===== src/rtl/systolic_operand_feeder_if.sv =====
// Operand-feeder bus: upstream tile-buffer handshake plus the array-edge
// outputs (skewed operands, capture strobe, status).
// master = tile-buffer / controller side, slave = feeder side.
interface systolic_operand_feeder_if #(
    parameter int WIDTH = 8,
    parameter int N     = 4,
    parameter int CNT_W = 8
);
    logic                 start;
    logic [CNT_W-1:0]     k_len;
    logic                 in_valid;
    logic                 in_ready;
    logic [N*WIDTH-1:0]   in_a;
    logic [N*WIDTH-1:0]   in_b;
    logic [N*WIDTH-1:0]   a_out;
    logic [N*WIDTH-1:0]   b_out;
    logic                 control;
    logic                 busy;
    logic                 done;

    modport master (
        output start, k_len, in_valid, in_a, in_b,
        input  in_ready, a_out, b_out, control, busy, done
    );

    modport slave (
        input  start, k_len, in_valid, in_a, in_b,
        output in_ready, a_out, b_out, control, busy, done
    );
endinterface


===== src/rtl/systolic_operand_feeder.sv =====
// Systolic operand feeder: accepts one beat (N a-values + N b-values) per
// cycle, skews lane i by i+1 cycles onto the array edges, drains 2*N-1
// cycles of zeros, then issues the capture strobe and a done pulse.
// Optional build macro FEEDER_STALL_CNT_EN adds a 16-bit stall_cnt output
// counting FEED cycles without a valid beat.
module systolic_operand_feeder #(
    parameter int WIDTH = 8,
    parameter int N     = 4,
    parameter int CNT_W = 8
) (
    input  logic clk,
    input  logic rstn,
    systolic_operand_feeder_if.slave bus
`ifdef FEEDER_STALL_CNT_EN
    ,
    output logic [15:0] stall_cnt
`endif
);
    localparam int DW = $clog2(2 * N);
    localparam logic [DW-1:0] DRAIN_LAST = DW'(2 * N - 2);

    typedef enum logic [2:0] {
        S_IDLE  = 3'd0,
        S_FEED  = 3'd1,
        S_DRAIN = 3'd2,
        S_CTRL  = 3'd3,
        S_DONE  = 3'd4
    } state_t;

    state_t             r_state;
    state_t             w_state_nxt;
    logic [CNT_W-1:0]   r_k_len;
    logic [CNT_W-1:0]   r_beat_cnt;
    logic [CNT_W-1:0]   w_beat_inc;
    logic [DW-1:0]      r_drain_cnt;
    logic               r_in_ready;
    logic               r_control;
    logic               r_busy;
    logic               r_done;
    logic               w_accept;
    logic               w_start_ok;
    logic [N*WIDTH-1:0] w_inj_a;
    logic [N*WIDTH-1:0] w_inj_b;

    // in_ready is high exactly in FEED, so this is "beat taken in FEED".
    assign w_accept   = r_in_ready & bus.in_valid;
    assign w_start_ok = (r_state == S_IDLE) & bus.start & (bus.k_len != '0);
    assign w_beat_inc = r_beat_cnt + CNT_W'(1);
    // Anything but an accepted beat injects zeros (bubbles, drain, idle).
    assign w_inj_a    = w_accept ? bus.in_a : '0;
    assign w_inj_b    = w_accept ? bus.in_b : '0;

    // State register.
    always_ff @(posedge clk) begin
        if (!rstn) begin
            r_state <= S_IDLE;
        end else begin
            r_state <= w_state_nxt;
        end
    end

    // Next-state decode.
    always_comb begin
        w_state_nxt = r_state;
        case (r_state)
            S_IDLE: begin
                if (w_start_ok) w_state_nxt = S_FEED;
                else            w_state_nxt = S_IDLE;
            end
            S_FEED: begin
                if (w_accept && (w_beat_inc == r_k_len)) w_state_nxt = S_DRAIN;
                else                                     w_state_nxt = S_FEED;
            end
            S_DRAIN: begin
                if (r_drain_cnt == DRAIN_LAST) w_state_nxt = S_CTRL;
                else                           w_state_nxt = S_DRAIN;
            end
            S_CTRL:  w_state_nxt = S_DONE;
            S_DONE:  w_state_nxt = S_IDLE;
            default: w_state_nxt = S_IDLE;
        endcase
    end

    // Tile length latch, beat counter and drain counter.
    always_ff @(posedge clk) begin
        if (!rstn) begin
            r_k_len     <= '0;
            r_beat_cnt  <= '0;
            r_drain_cnt <= '0;
        end else begin
            if (w_start_ok) begin
                r_k_len    <= bus.k_len;
                r_beat_cnt <= '0;
            end else if (w_accept) begin
                r_beat_cnt <= w_beat_inc;
            end
            // Held at zero outside DRAIN so it starts from 0 on entry.
            if (r_state == S_DRAIN) r_drain_cnt <= r_drain_cnt + DW'(1);
            else                    r_drain_cnt <= '0;
        end
    end

    // Status/strobe outputs registered from the upcoming state.
    always_ff @(posedge clk) begin
        if (!rstn) begin
            r_in_ready <= 1'b0;
            r_busy     <= 1'b0;
            r_control  <= 1'b0;
            r_done     <= 1'b0;
        end else begin
            r_in_ready <= (w_state_nxt == S_FEED);
            r_busy     <= (w_state_nxt != S_IDLE);
            r_control  <= (w_state_nxt == S_CTRL);
            r_done     <= (w_state_nxt == S_DONE);
        end
    end

    assign bus.in_ready = r_in_ready;
    assign bus.busy     = r_busy;
    assign bus.control  = r_control;
    assign bus.done     = r_done;

    // Per-lane skew chains: lane i has i+1 register stages, the last one
    // being the output register itself.
    for (genvar gi = 0; gi < N; gi++) begin : g_lane
        logic [WIDTH-1:0] r_dly_a [0:gi];
        logic [WIDTH-1:0] r_dly_b [0:gi];

        // Shift the lane-gi chain every cycle.
        always_ff @(posedge clk) begin
            if (!rstn) begin
                for (int k = 0; k <= gi; k++) begin
                    r_dly_a[k] <= '0;
                    r_dly_b[k] <= '0;
                end
            end else begin
                r_dly_a[0] <= w_inj_a[gi*WIDTH +: WIDTH];
                r_dly_b[0] <= w_inj_b[gi*WIDTH +: WIDTH];
                for (int k = 1; k <= gi; k++) begin
                    r_dly_a[k] <= r_dly_a[k-1];
                    r_dly_b[k] <= r_dly_b[k-1];
                end
            end
        end

        assign bus.a_out[gi*WIDTH +: WIDTH] = r_dly_a[gi];
        assign bus.b_out[gi*WIDTH +: WIDTH] = r_dly_b[gi];
    end

`ifdef FEEDER_STALL_CNT_EN
    logic [15:0] r_stall_cnt;

    // Count bubble cycles in FEED; saturating, held until the next start.
    always_ff @(posedge clk) begin
        if (!rstn) begin
            r_stall_cnt <= 16'h0000;
        end else if (w_start_ok) begin
            r_stall_cnt <= 16'h0000;
        end else if ((r_state == S_FEED) && !bus.in_valid &&
                     (r_stall_cnt != 16'hFFFF)) begin
            r_stall_cnt <= r_stall_cnt + 16'h0001;
        end
    end

    assign stall_cnt = r_stall_cnt;
`endif

endmodule


===== src/flat_wrapper.sv =====
// flat-port wrapper written by rule: the top's interface ports become plain ports
module systolic_operand_feeder_flat 
#(
    parameter int WIDTH = 8,
    parameter int N     = 4,
    parameter int CNT_W = 8
)
  (clk, rstn, bus_start, bus_k_len, bus_in_valid, bus_in_a, bus_in_b, bus_in_ready, bus_a_out, bus_b_out, bus_control, bus_busy, bus_done);
  systolic_operand_feeder_if #(.WIDTH(WIDTH), .N(N), .CNT_W(CNT_W)) bus_i ();
  input  logic clk;
  input  logic rstn;
  input wire logic [$bits(bus_i.start)-1:0] bus_start;
  input wire logic [$bits(bus_i.k_len)-1:0] bus_k_len;
  input wire logic [$bits(bus_i.in_valid)-1:0] bus_in_valid;
  input wire logic [$bits(bus_i.in_a)-1:0] bus_in_a;
  input wire logic [$bits(bus_i.in_b)-1:0] bus_in_b;
  output wire logic [$bits(bus_i.in_ready)-1:0] bus_in_ready;
  output wire logic [$bits(bus_i.a_out)-1:0] bus_a_out;
  output wire logic [$bits(bus_i.b_out)-1:0] bus_b_out;
  output wire logic [$bits(bus_i.control)-1:0] bus_control;
  output wire logic [$bits(bus_i.busy)-1:0] bus_busy;
  output wire logic [$bits(bus_i.done)-1:0] bus_done;
  assign bus_i.start = bus_start;
  assign bus_i.k_len = bus_k_len;
  assign bus_i.in_valid = bus_in_valid;
  assign bus_i.in_a = bus_in_a;
  assign bus_i.in_b = bus_in_b;
  assign bus_in_ready = bus_i.in_ready;
  assign bus_a_out = bus_i.a_out;
  assign bus_b_out = bus_i.b_out;
  assign bus_control = bus_i.control;
  assign bus_busy = bus_i.busy;
  assign bus_done = bus_i.done;
  systolic_operand_feeder #(.WIDTH(WIDTH), .N(N), .CNT_W(CNT_W)) u_core (.clk(clk), .rstn(rstn), .bus(bus_i));
endmodule

===== config.mk =====
export PLATFORM = sky130hd
export DESIGN_NAME = systolic_operand_feeder_flat
export DESIGN_NICKNAME = d
export VERILOG_FILES = /design/src/rtl/systolic_operand_feeder_if.sv /design/src/rtl/systolic_operand_feeder.sv /design/src/flat_wrapper.sv
export SDC_FILE = /design/constraint.sdc
export NUM_CORES = 1
export LEC_CHECK = 0
export BUFFER_PORTS_ARGS = -buffer_cell sky130_fd_sc_hd__buf_4
export CAP_MARGIN = 40
export CELL_PAD_IN_SITES_DETAIL_PLACEMENT = 1
export CELL_PAD_IN_SITES_GLOBAL_PLACEMENT = 2
export CORE_MARGIN = 1
export CORE_UTILIZATION = 37
export CTS_BUF_LIST = sky130_fd_sc_hd__clkbuf_8
export CTS_CLUSTER_DIAMETER = 100
export DETAILED_ROUTE_END_ITERATION = 8
export GPL_ROUTABILITY_DRIVEN = 0
export HOLD_SLACK_MARGIN = 0.05
export PLACE_DENSITY = 0.88
export SETUP_SLACK_MARGIN = 0.3
export SYNTH_ARGS = -nofsm -noshare
export SYNTH_HDL_FRONTEND = slang
export SYNTH_SLANG_ARGS = --single-unit

===== constraint.sdc =====
create_clock -name clk -period 3.09 [get_ports clk]
set_clock_uncertainty 0.15 [all_clocks]
set_input_delay 0 -clock clk [delete_from_list [all_inputs] [get_ports clk]]
set_output_delay 0 -clock clk [all_outputs]
set_load 0.02 [all_outputs]

==> impl_metrics.csv, run 1 <==
group,metric,value,unit
timing,fin_ws,0.568,ns
timing,relSlewSlack,49.2,%
placement,place_ws,1.06,ns
setup_path,crit_type,"reg -> reg",
setup_path,critical_path_arrival,2.71,ns
placement,dpl.hpwl,7290,µm
logic_synthesis,synth-main-ff-cell,"dfxtp_1",
clocking,cts_resized,0,
logic_synthesis,ys_warn_count,0,
global_route,grt_pass1_wl,19900,µm
setup_path,crit_required,3.28,ns
global_route,gr-total-overflow,0,
clocking,clkTransAtPathRegs,0.09,ns
routing,dr.pass1.iters,4,
logic_synthesis,yosysMostFrequentCell,"dfxtp_1",
setup_path,crit_fanout,8,
logic_synthesis,synth_top_area_share,64.7,%
global_route,grt_max_degree,104,
power_and_ir_drop,ir_drop,0.000258,V
logic_synthesis,avgSynthCellArea,11.4,µm²
clocking,cts_buffers,17,
clocking,ctsLongestPathBuffers,2,
power_and_ir_drop,power_frac_comb,7.1,%
logic_synthesis,netlist_top_cells_count,"186 x dfxtp_1, 160 x and2_1, 33 x buf_4",
finish,drive_above_1_share,25.5,%
placement,io_buffers,143,
setup_path,r2r_slack,0.57,ns
timing,min_period,2.52,ns
routing,wl_per_cell,13.5,µm
setup_path,startpoint_type,"flip-flop",
global_route,antenna_found_initial,0,
clocking,cts_tree,"built",
flow_run,maxCapViolCount,0,
power_and_ir_drop,seq_power_share,58.2,%
setup_path,crit_chain,"nor4b_2 > a21boi_0 > buf_4 > mux2i_1 > nor2b_1 > dlygate4sd3_1",
setup_path,end_kind,"flip-flop",
routing,wl,12100,µm
logic_synthesis,ys_ff_latch,186,
floorplan,die_w,127,µm
min_path,hold_class,"in -> reg",
global_route,grt_pass1_vias,4110,
logic_synthesis,postSynth.asyncResetShare,0,%
timing,fin_tns_setup,0,ns
timing,slew_viol_final,0,
routing,drc,0,
logic_synthesis,ys_seq_area_share,64.7,%
routing,vias,3777,
clocking,root_buffer,"clkbuf_8",
finish,antenna_cells,0,
routing,viasPerCell,4.22,
logic_synthesis,synthDistinctLibCells,33,
setup_path,path_delay_family,"buffers and inverters",
power_and_ir_drop,cellLeakagePower,3.52,nW
timing,grt_setup_unrepaired,"no",
clocking,post_cts_buffers,0,
clocking,h-tree-depth,4,
floorplan,design.die.area,0.0161,mm²
finish,fin_nets,775,
setup_path,path_buf_inv,2,
floorplan,die_y,127,µm
timing,hold_violations,0,
power_and_ir_drop,p_switching,0.949,mW
floorplan,core_region_area,0.0152,mm²
status,status,"completed",
power_and_ir_drop,p_sw_share,22.5,%
power_and_ir_drop,internal_power,3.27,mW
logic_synthesis,synth.cell_area,0.00576,mm²
floorplan,num_io_pins,144,
timing,fin_crit_sh,81.6,%
setup_path,slowest_stage,"dlygate4sd3_1",
timing,fmax,396,MHz
logic_synthesis,synth-edff-count,0,
floorplan,initial_core_util,37.9,%
clocking,cts.sinks,186,
logic_synthesis,synthTopCellsByArea,"dfxtp_1 65%, and2_1 17%, buf_4 4.3%",
logic_synthesis,synthCells,503,
setup_path,cp_slowest_stage_delay,0.56,ns
finish,syn2layout_area_growth,37.9,%
routing,postRouteAntennaNets,0,
floorplan,rows,45,
clocking,clock_latency,0.45,ns
timing,finalSetupViolCount,0,
routing,first_iter_violations,134,
logic_synthesis,syn_nets,582,
logic_synthesis,yosysTopAreaCell,"dfxtp_1",
power_and_ir_drop,power_density,531,mW/mm²
global_route,grt_use_total,16.1,%
power_and_ir_drop,p_clk_share,34.7,%
timing,tightestPinTransition,0.762,ns
==> power groups by stage <==
stage          Clock [mW]  Combinational [mW]  Sequential, mW
6_report             1.47               0.299            2.46
5_1_grt              1.63               0.327            2.46
4_1_cts              1.53               0.297            2.46
3_5_place_dp            0               0.211            2.51
3_3_place_gp            0               0.203            2.51
2_1_floorplan           0              0.0954            2.51
==> sequential cells by signal, indices dropped and copies added, names as in the netlist <==
register and cells:
u_core.bus.busy 1, u_core.bus.control 1, u_core.bus.done 1, u_core.bus.in_ready 1, u_core.g_lane.r_dly_a 80, u_core.g_lane.r_dly_b 80
u_core.r_beat_cnt 8, u_core.r_drain_cnt 3, u_core.r_k_len 8, u_core.r_state 3
==> cells in the final DEF, fill, tap and decap left out, drive strengths merged <==
master	n
a21bo	1
a21boi	1
a21oi	3
a22oi	1
a31oi	3
and2	160
and3	4
buf	146
bufinv	1
clkbuf	18
clkinv	4
clkinvlp	2
dfxtp	186
dlygate4sd3	81
ha	3
inv	6
mux2i	8
nand2	8
nand3	7
nand3b	1
nor2	15
nor2b	12
nor3	2
nor3b	2
nor4	3
nor4b	1
o2111a	1
o21ai	5
o21bai	1
o31a	1
or3b	1
or4	1
xnor2	11
xor2	7
==> per-stage QoR <==
stage | total power, mW | instance area (µm²) | hold WS [ns] | cells | utilization [%]
3_3_place_gp | 2.71 | 6760 | 0.0520 | 783 | 44.5
3_5_place_dp | 2.72 | 6760 | 0.0558 | 783 | 44.5
6_report | 4.22 | 7940 | 0.112 | 895 | 52.2
4_1_cts | 4.28 | 7920 | 0.0769 | 894 | 52.1
2_1_floorplan | 2.61 | 5760 | -0.0283 | 503 | -
5_1_grt | 4.42 | 7940 | 0.111 | 895 | 52.2
==> tightest hold or removal path, cell delays in order <==
cell	delay [ns]
buf_4	0.11
nor4b_2	0.16
a21boi_0	0.18
o21ai_0	0.18
a21oi_1	0.04
==> cell families (layout without fill, tap and decap cells) <==
| family | count (synthesis) | count (layout) | synth area share (%) |
|---|---|---|---|
| adders and majority gates | 3 | 3 | 0.652 |
| buffers and inverters | 54 | 258 | 5.69 |
| DFF | 186 | 186 | 64.7 |
| xor gates and xnor gates | 18 | 18 | 2.74 |
| AOI/OAI and AO/OA | 17 | 17 | 2.04 |
| muxes | 8 | 8 | 1.39 |
| and+or+nand+nor | 217 | 217 | 22.8 |
==> repair_timing <==
action                                  in CTS  in global routing
hold buffers                                81                  0
hold endpoints to repair                    82                  0
endpoints found under the setup margin       0                  0
==> layer usage <==
layer  share of wire (%)  global-route usage [%]  vias up  wire, µm
met4                 2.0                    7.98        0       246
met1                  41                    17.0     1749      4960
li1                    -                       -     1920         -
met3                 4.8                    5.06       19       583
met5                   0                       0        -         0
met2                  52                    29.2       89      6300
==> layout make-up <==
| cell class | count | area (µm²) |
|---|---|---|
| Clock buffer | 18 | 248 |
| Clock inverter | 12 | 103 |
| Multi-Input combinational cell | 263 | 1710 |
| Timing Repair Buffer | 227 | 1920 |
| Tap cell | 188 | 235 |
| Fill cell | 1588 | 7260 |
| Sequential cell | 186 | 3720 |
| Inverter | 1 | 3.75 |
==> final timing paths <==
check | from | endpoint | cells after the start
setup reg to reg | u_core.r_state[0] | u_core.r_k_len[7] | 6
hold / removal | bus_start | u_core.bus.in_ready | 5
setup / recovery | u_core.r_state[0] | u_core.r_k_len[7] | 6
hold reg to reg | u_core.g_lane[2].r_dly_a[0][5] | u_core.g_lane[2].r_dly_a[0][13] | 1
No activity file was read; power rests on OpenSTA's default activity.
==> run 2: changes to the inputs <==
--- a/config.mk
+++ b/config.mk
@@ -10,13 +10,13 @@
 export CELL_PAD_IN_SITES_DETAIL_PLACEMENT = 1
 export CELL_PAD_IN_SITES_GLOBAL_PLACEMENT = 2
 export CORE_MARGIN = 1
-export CORE_UTILIZATION = 37
+export CORE_UTILIZATION = 35
 export CTS_BUF_LIST = sky130_fd_sc_hd__clkbuf_8
 export CTS_CLUSTER_DIAMETER = 100
 export DETAILED_ROUTE_END_ITERATION = 8
 export GPL_ROUTABILITY_DRIVEN = 0
 export HOLD_SLACK_MARGIN = 0.05
-export PLACE_DENSITY = 0.88
+export PLACE_DENSITY = 0.84
 export SETUP_SLACK_MARGIN = 0.3
 export SYNTH_ARGS = -nofsm -noshare
 export SYNTH_HDL_FRONTEND = slang
==> constraint.sdc (replaced) <==
create_clock -name clk -period 2.6 [get_ports clk]
set_clock_uncertainty 0.15 [all_clocks]
set_input_delay 0 -clock clk [delete_from_list [all_inputs] [get_ports clk]]
set_output_delay 0 -clock clk [all_outputs]
set_load 0.02 [all_outputs]
==> impl_metrics.csv, run 2 (synthesized netlist as in run 1, its figures left out) <==
group,metric,value,unit
finish,reg_top3,"u_core.g_lane.r_dly_a (80), u_core.g_lane.r_dly_b (80)",
timing,tightestPinTransition,0.677,ns
routing,wl_per_cell,13.1,µm
timing,grt_setup_unrepaired,"no",
power_and_ir_drop,finalPower,5.13,mW
finish,syn2layout_area_growth,38.2,%
finish,nFillCells,1783,
clocking,cts.sinks,186,
setup_path,end_kind,"flip-flop",
global_route,gr-total-overflow,0,
timing,fmax,474,MHz
setup_path,startpoint_type,"input port",
status,status,"completed",
routing,dr.pass1.iters,4,
finish,drive_above_1_share,26.1,%
power_and_ir_drop,power_density,644,mW/mm²
routing,first_iter_violations,114,
floorplan,design.die.area,0.0170,mm²
setup_path,crit_fanout,8,
routing,wl,12000,µm
setup_path,crit_required,2.84,ns
floorplan,rows,46,
global_route,grt_pass1_wl,18600,µm
clocking,ctsLongestPathBuffers,2,
clocking,clkTransAtPathRegs,0.10,ns
floorplan,num_io_pins,144,
global_route,grt_use_total,14.7,%
routing,postRouteAntennaNets,0,
floorplan,core_region_area,0.0160,mm²
timing,fin_crit_sh,81.1,%
timing,relSlewSlack,54.8,%
power_and_ir_drop,cellLeakagePower,3.50,nW
timing,worst_hold_slack,0.138,ns
setup_path,crit_type,"in -> reg",
min_path,hold_class,"in -> reg",
routing,drc,0,
finish,layout_commonest_cell,"dfxtp_1",
clocking,root_buffer,"clkbuf_8",
global_route,antenna_found_initial,0,
power_and_ir_drop,ir_drop,0.000314,V
floorplan,initial_core_util,36.0,%
placement,io_buffers,143,
timing,slew_viol_final,0,
finish,final_cell_mix,"186 x dfxtp_1, 160 x and2_1, 145 x buf_4",
floorplan,die_y,130,µm
clocking,h-tree-depth,4,
routing,vias,3767,
clocking,cts_resized,0,
clocking,cts_tree,"built",
timing,fin_tns_setup,0,ns
clocking,clock_latency,0.45,ns
placement,dpl.hpwl,7550,µm
routing,viasPerCell,4.09,
clocking,cts_buffers,17,
timing,finalSetupViolCount,0,
floorplan,die_w,130,µm
timing,hold_violations,0,
global_route,grt_max_degree,95,
global_route,grt_pass1_vias,3894,
setup_path,critical_path_arrival,2.35,ns
finish,fin_nets,770,
finish,antenna_cells,0,
flow_run,maxCapViolCount,0,
timing,min_period,2.11,ns
==> run 2: layout make-up <==
cell class	instances	area (µm²)	share of cell area, %
clock buffers	17	234	2.94
clock inverters	15	151	1.90
inverters	1	3.75	0.0472
multi-input cells	263	1710	21.5
flip-flops and latches	186	3720	46.8
well taps	216	270	3.40
repair buffers	222	1870	23.5
==> run 2: metrics by stage <==
stage	instance area, µm²	std cells	utilization, %	worst slack [ns]
final	7960	920	49.7	0.492
after detailed placement	6810	812	42.6	0.660
after floorplan	5760	503	-	0.929
after CTS	7960	920	49.7	0.536
after global placement	6810	812	42.6	0.838
after global routing	7960	920	49.7	0.345
==> run 2: timing repair <==
| item | CTS | global route |
|---|---|---|
| hold buffers | 76 | 0 |
| setup buffers | 0 | 0 |
| endpoints found under the hold margin | 92 | 0 |
==> run 2: worst max-delay path, cell delays in order <==
cell and delay (ns):
dlygate4sd3_1 0.55, buf_4 0.14, nor4_1 0.47, nand2_1 0.09, nand2_1 0.13, nand2_1 0.22
a21oi_1 0.18, dlygate4sd3_1 0.56
==> run 2: layer usage <==
metal,part of all wire [%],wire length [µm],vias to the layer above,GRT usage (%)
met1,40,4860,1758,15.5
met4,1.1,129,0,5.34
met3,6.7,807,9,6.27
li1,-,-,1912,-
met2,52,6250,88,26.0
met5,0,0,-,0
==> run 2: where the power goes <==
part           leakage [nW]  switching, mW  internal [mW]
sequential             1.50         0.0243           2.90
clock                 0.198           1.07          0.795
combinational          1.80          0.130          0.215
total                  3.50           1.22           3.91
==> run 2: path summary, 6_finish.rpt <==
path                                                     start                             end  slack (ns)  depth (start not counted)
worst max-delay path                              bus_k_len[2]            u_core.r_beat_cnt[1]        0.49                          8
worst min-delay path                              bus_in_a[18]  u_core.g_lane[2].r_dly_a[0][2]        0.14                          3
worst max register to register               u_core.r_state[0]            u_core.r_beat_cnt[1]        0.53                          5
worst min register to register  u_core.g_lane[3].r_dly_b[2][6]  u_core.g_lane[3].r_dly_b[3][6]        0.28                          1
==> run 3: changes to the inputs <==
==> constraint.sdc (replaced) <==
create_clock -name clk -period 2.05 [get_ports clk]
set_clock_uncertainty 0.15 [all_clocks]
set_input_delay 0 -clock clk [delete_from_list [all_inputs] [get_ports clk]]
set_output_delay 0 -clock clk [all_outputs]
set_load 0.02 [all_outputs]
==> impl_metrics.csv, run 3 (synthesized netlist as in run 1, its figures left out) <==
group,metric,value,unit
status,status,"completed",
power_and_ir_drop,p_switching,1.52,mW
clocking,cts_buffers,17,
finish,nFillCells,1774,
global_route,antenna_found_initial,0,
global_route,grt_pass1_wl,19500,µm
routing,first_iter_violations,111,
setup_path,crit_cells,5,
timing,grt_setup_unrepaired,"yes",
flow_run,maxCapViolCount,0,
floorplan,design.die.area,0.0170,mm²
setup_path,crit_chain,"and3_1 > nand3_2 > or4_4 > a31oi_2 > a21oi_1",
global_route,grt_use_total,15.3,%
global_route,gr-total-overflow,0,
timing,fin_crit_sh,83.4,%
floorplan,core_region_area,0.0160,mm²
finish,drive_above_1_share,28.1,%
min_path,hold_class,"in -> reg",
floorplan,rows,46,
timing,tightestPinTransition,0.432,ns
setup_path,crit_required,2.24,ns
timing,min_period,1.71,ns
setup_path,crit_type,"reg -> reg",
setup_path,crit_fanout,5,
timing,hold_violations,0,
placement,dpl.hpwl,7590,µm
global_route,grt_max_degree,103,
setup_path,r2r_cells,5,
finish,antenna_cells,0,
clocking,clkTransAtPathRegs,0.09,ns
clocking,ctsLongestPathBuffers,2,
routing,drc,0,
power_and_ir_drop,seq_power_share,58.5,%
floorplan,num_io_pins,144,
clocking,clock_latency,0.45,ns
finish,fin_nets,771,
routing,wl_per_cell,13.4,µm
power_and_ir_drop,p_sw_share,24.0,%
power_and_ir_drop,ir_drop,0.000421,V
setup_path,path_buf_inv,0,
routing,vias,3822,
clocking,cts.sinks,186,
placement,io_buffers,143,
power_and_ir_drop,cellLeakagePower,3.50,nW
power_and_ir_drop,power_density,790,mW/mm²
routing,dr.pass1.iters,4,
timing,slew_viol_final,0,
setup_path,startpoint_type,"flip-flop",
setup_path,path_delay_family,"simple AND/OR/NAND/NOR gates",
setup_path,end_kind,"flip-flop",
global_route,use_met1,16.2,%
power_and_ir_drop,power_frac_comb,7.2,%
finish,final_area,0.00801,mm²
global_route,grt_pass1_vias,4058,
routing,postRouteAntennaNets,0,
placement,dpl-instance-area,0.00682,mm²
finish,reg_top3,"u_core.g_lane.r_dly_a (80), u_core.g_lane.r_dly_b (80)",
setup_path,critical_path_arrival,1.90,ns
global_route,top_usage_layer,"met2",
global_route,grtUsageMet3,5.54,%
setup_path,cp_slowest_stage_delay,0.48,ns
finish,final_cell_mix,"181 x dfxtp_1, 160 x and2_1, 146 x buf_4",
finish,syn2layout_area_growth,39.2,%
floorplan,initial_core_util,36.0,%
clocking,cts_tree,"built",
routing,wl,12300,µm
timing,relSlewSlack,71.0,%
clocking,root_buffer,"clkbuf_8",
min_path,holdPathStages,3,
global_route,grt_use_met2,26.9,%
routing,viasPerCell,4.15,
timing,fin_tns_setup,0,ns
finish,layout_commonest_cell,"dfxtp_1",
floorplan,die_w,130,µm
power_and_ir_drop,p_clk_share,34.3,%
clocking,h-tree-depth,4,
floorplan,die_y,130,µm
timing,finalSetupViolCount,0,
timing,fmax,585,MHz
power_and_ir_drop,internal_power,4.81,mW
setup_path,slowest_stage,"or4_4",
## run 3: final timing paths
check	startpoint	to	slack, ns
worst min register to register	u_core.g_lane[3].r_dly_b[2][4]	u_core.g_lane[3].r_dly_b[3][4]	0.27
worst min-delay path	bus_in_a[13]	u_core.g_lane[1].r_dly_a[0][5]	0.14
worst max register to register	u_core.r_beat_cnt[0]	u_core.bus.in_ready	0.34
worst max-delay path	u_core.r_beat_cnt[0]	u_core.bus.in_ready	0.34
## run 3: per-stage QoR
step	util, %	hold WS (ns)	total power, mW	std cells	setup slack (ns)
6_report	50.1	0.136	6.33	921	0.340
5_1_grt	50.1	0.115	6.62	921	0.268
4_1_cts	49.6	0.0975	6.41	920	0.304
3_5_place_dp	42.6	0.0564	4.11	813	0.158
3_3_place_gp	42.6	0.0516	4.10	813	0.283
2_1_floorplan	-	-0.0283	3.93	503	0.379
## run 3: timing repair
item / in CTS / in global routing
setup endpoints to repair: 10 / 9
endpoints found under the hold margin: 186 / 0
pin swaps: 0 / 5
buffers inserted: 0 / 1
hold buffers: 75 / 0
gates resized for setup: 8 / 15
## run 3: worst reg2reg max path: cells and delay by family, from the launching register on
| family | cells | cell delay, ns |
|---|---|---|
| AOI/OAI and AO/OA | 2 | 0.26 |
| DFF | 1 | 0.40 |
| and+or+nand+nor | 3 | 0.79 |
## run 3: area by class of cell
cell class              count  area (µm²)  share of cell area [%]
flip-flops and latches    186        3730                    46.6
repair buffers            223        1880                    23.4
multi-input cells         263        1780                    22.2
well taps                 216         270                    3.37
clock buffers              17         234                    2.92
clock inverters            15         115                    1.44
inverters                   1        3.75                  0.0468
## run 3: power groups by stage
stage	clock network [mW]	logic (mW)	registers [mW]
global route	2.41	0.493	3.71
finish	2.17	0.456	3.70
CTS	2.27	0.444	3.70
floorplan	0	0.144	3.79
global placement	0	0.313	3.78
detailed placement	0	0.325	3.79
## run 3: layer usage
metal  part of all wire, %  wire length, µm  up-vias
met2                    51             6300       98
met5                     0                0        -
met1                    41             5050     1798
li1                      -                -     1909
met4                   1.9              231        0
met3                   6.1              752       17
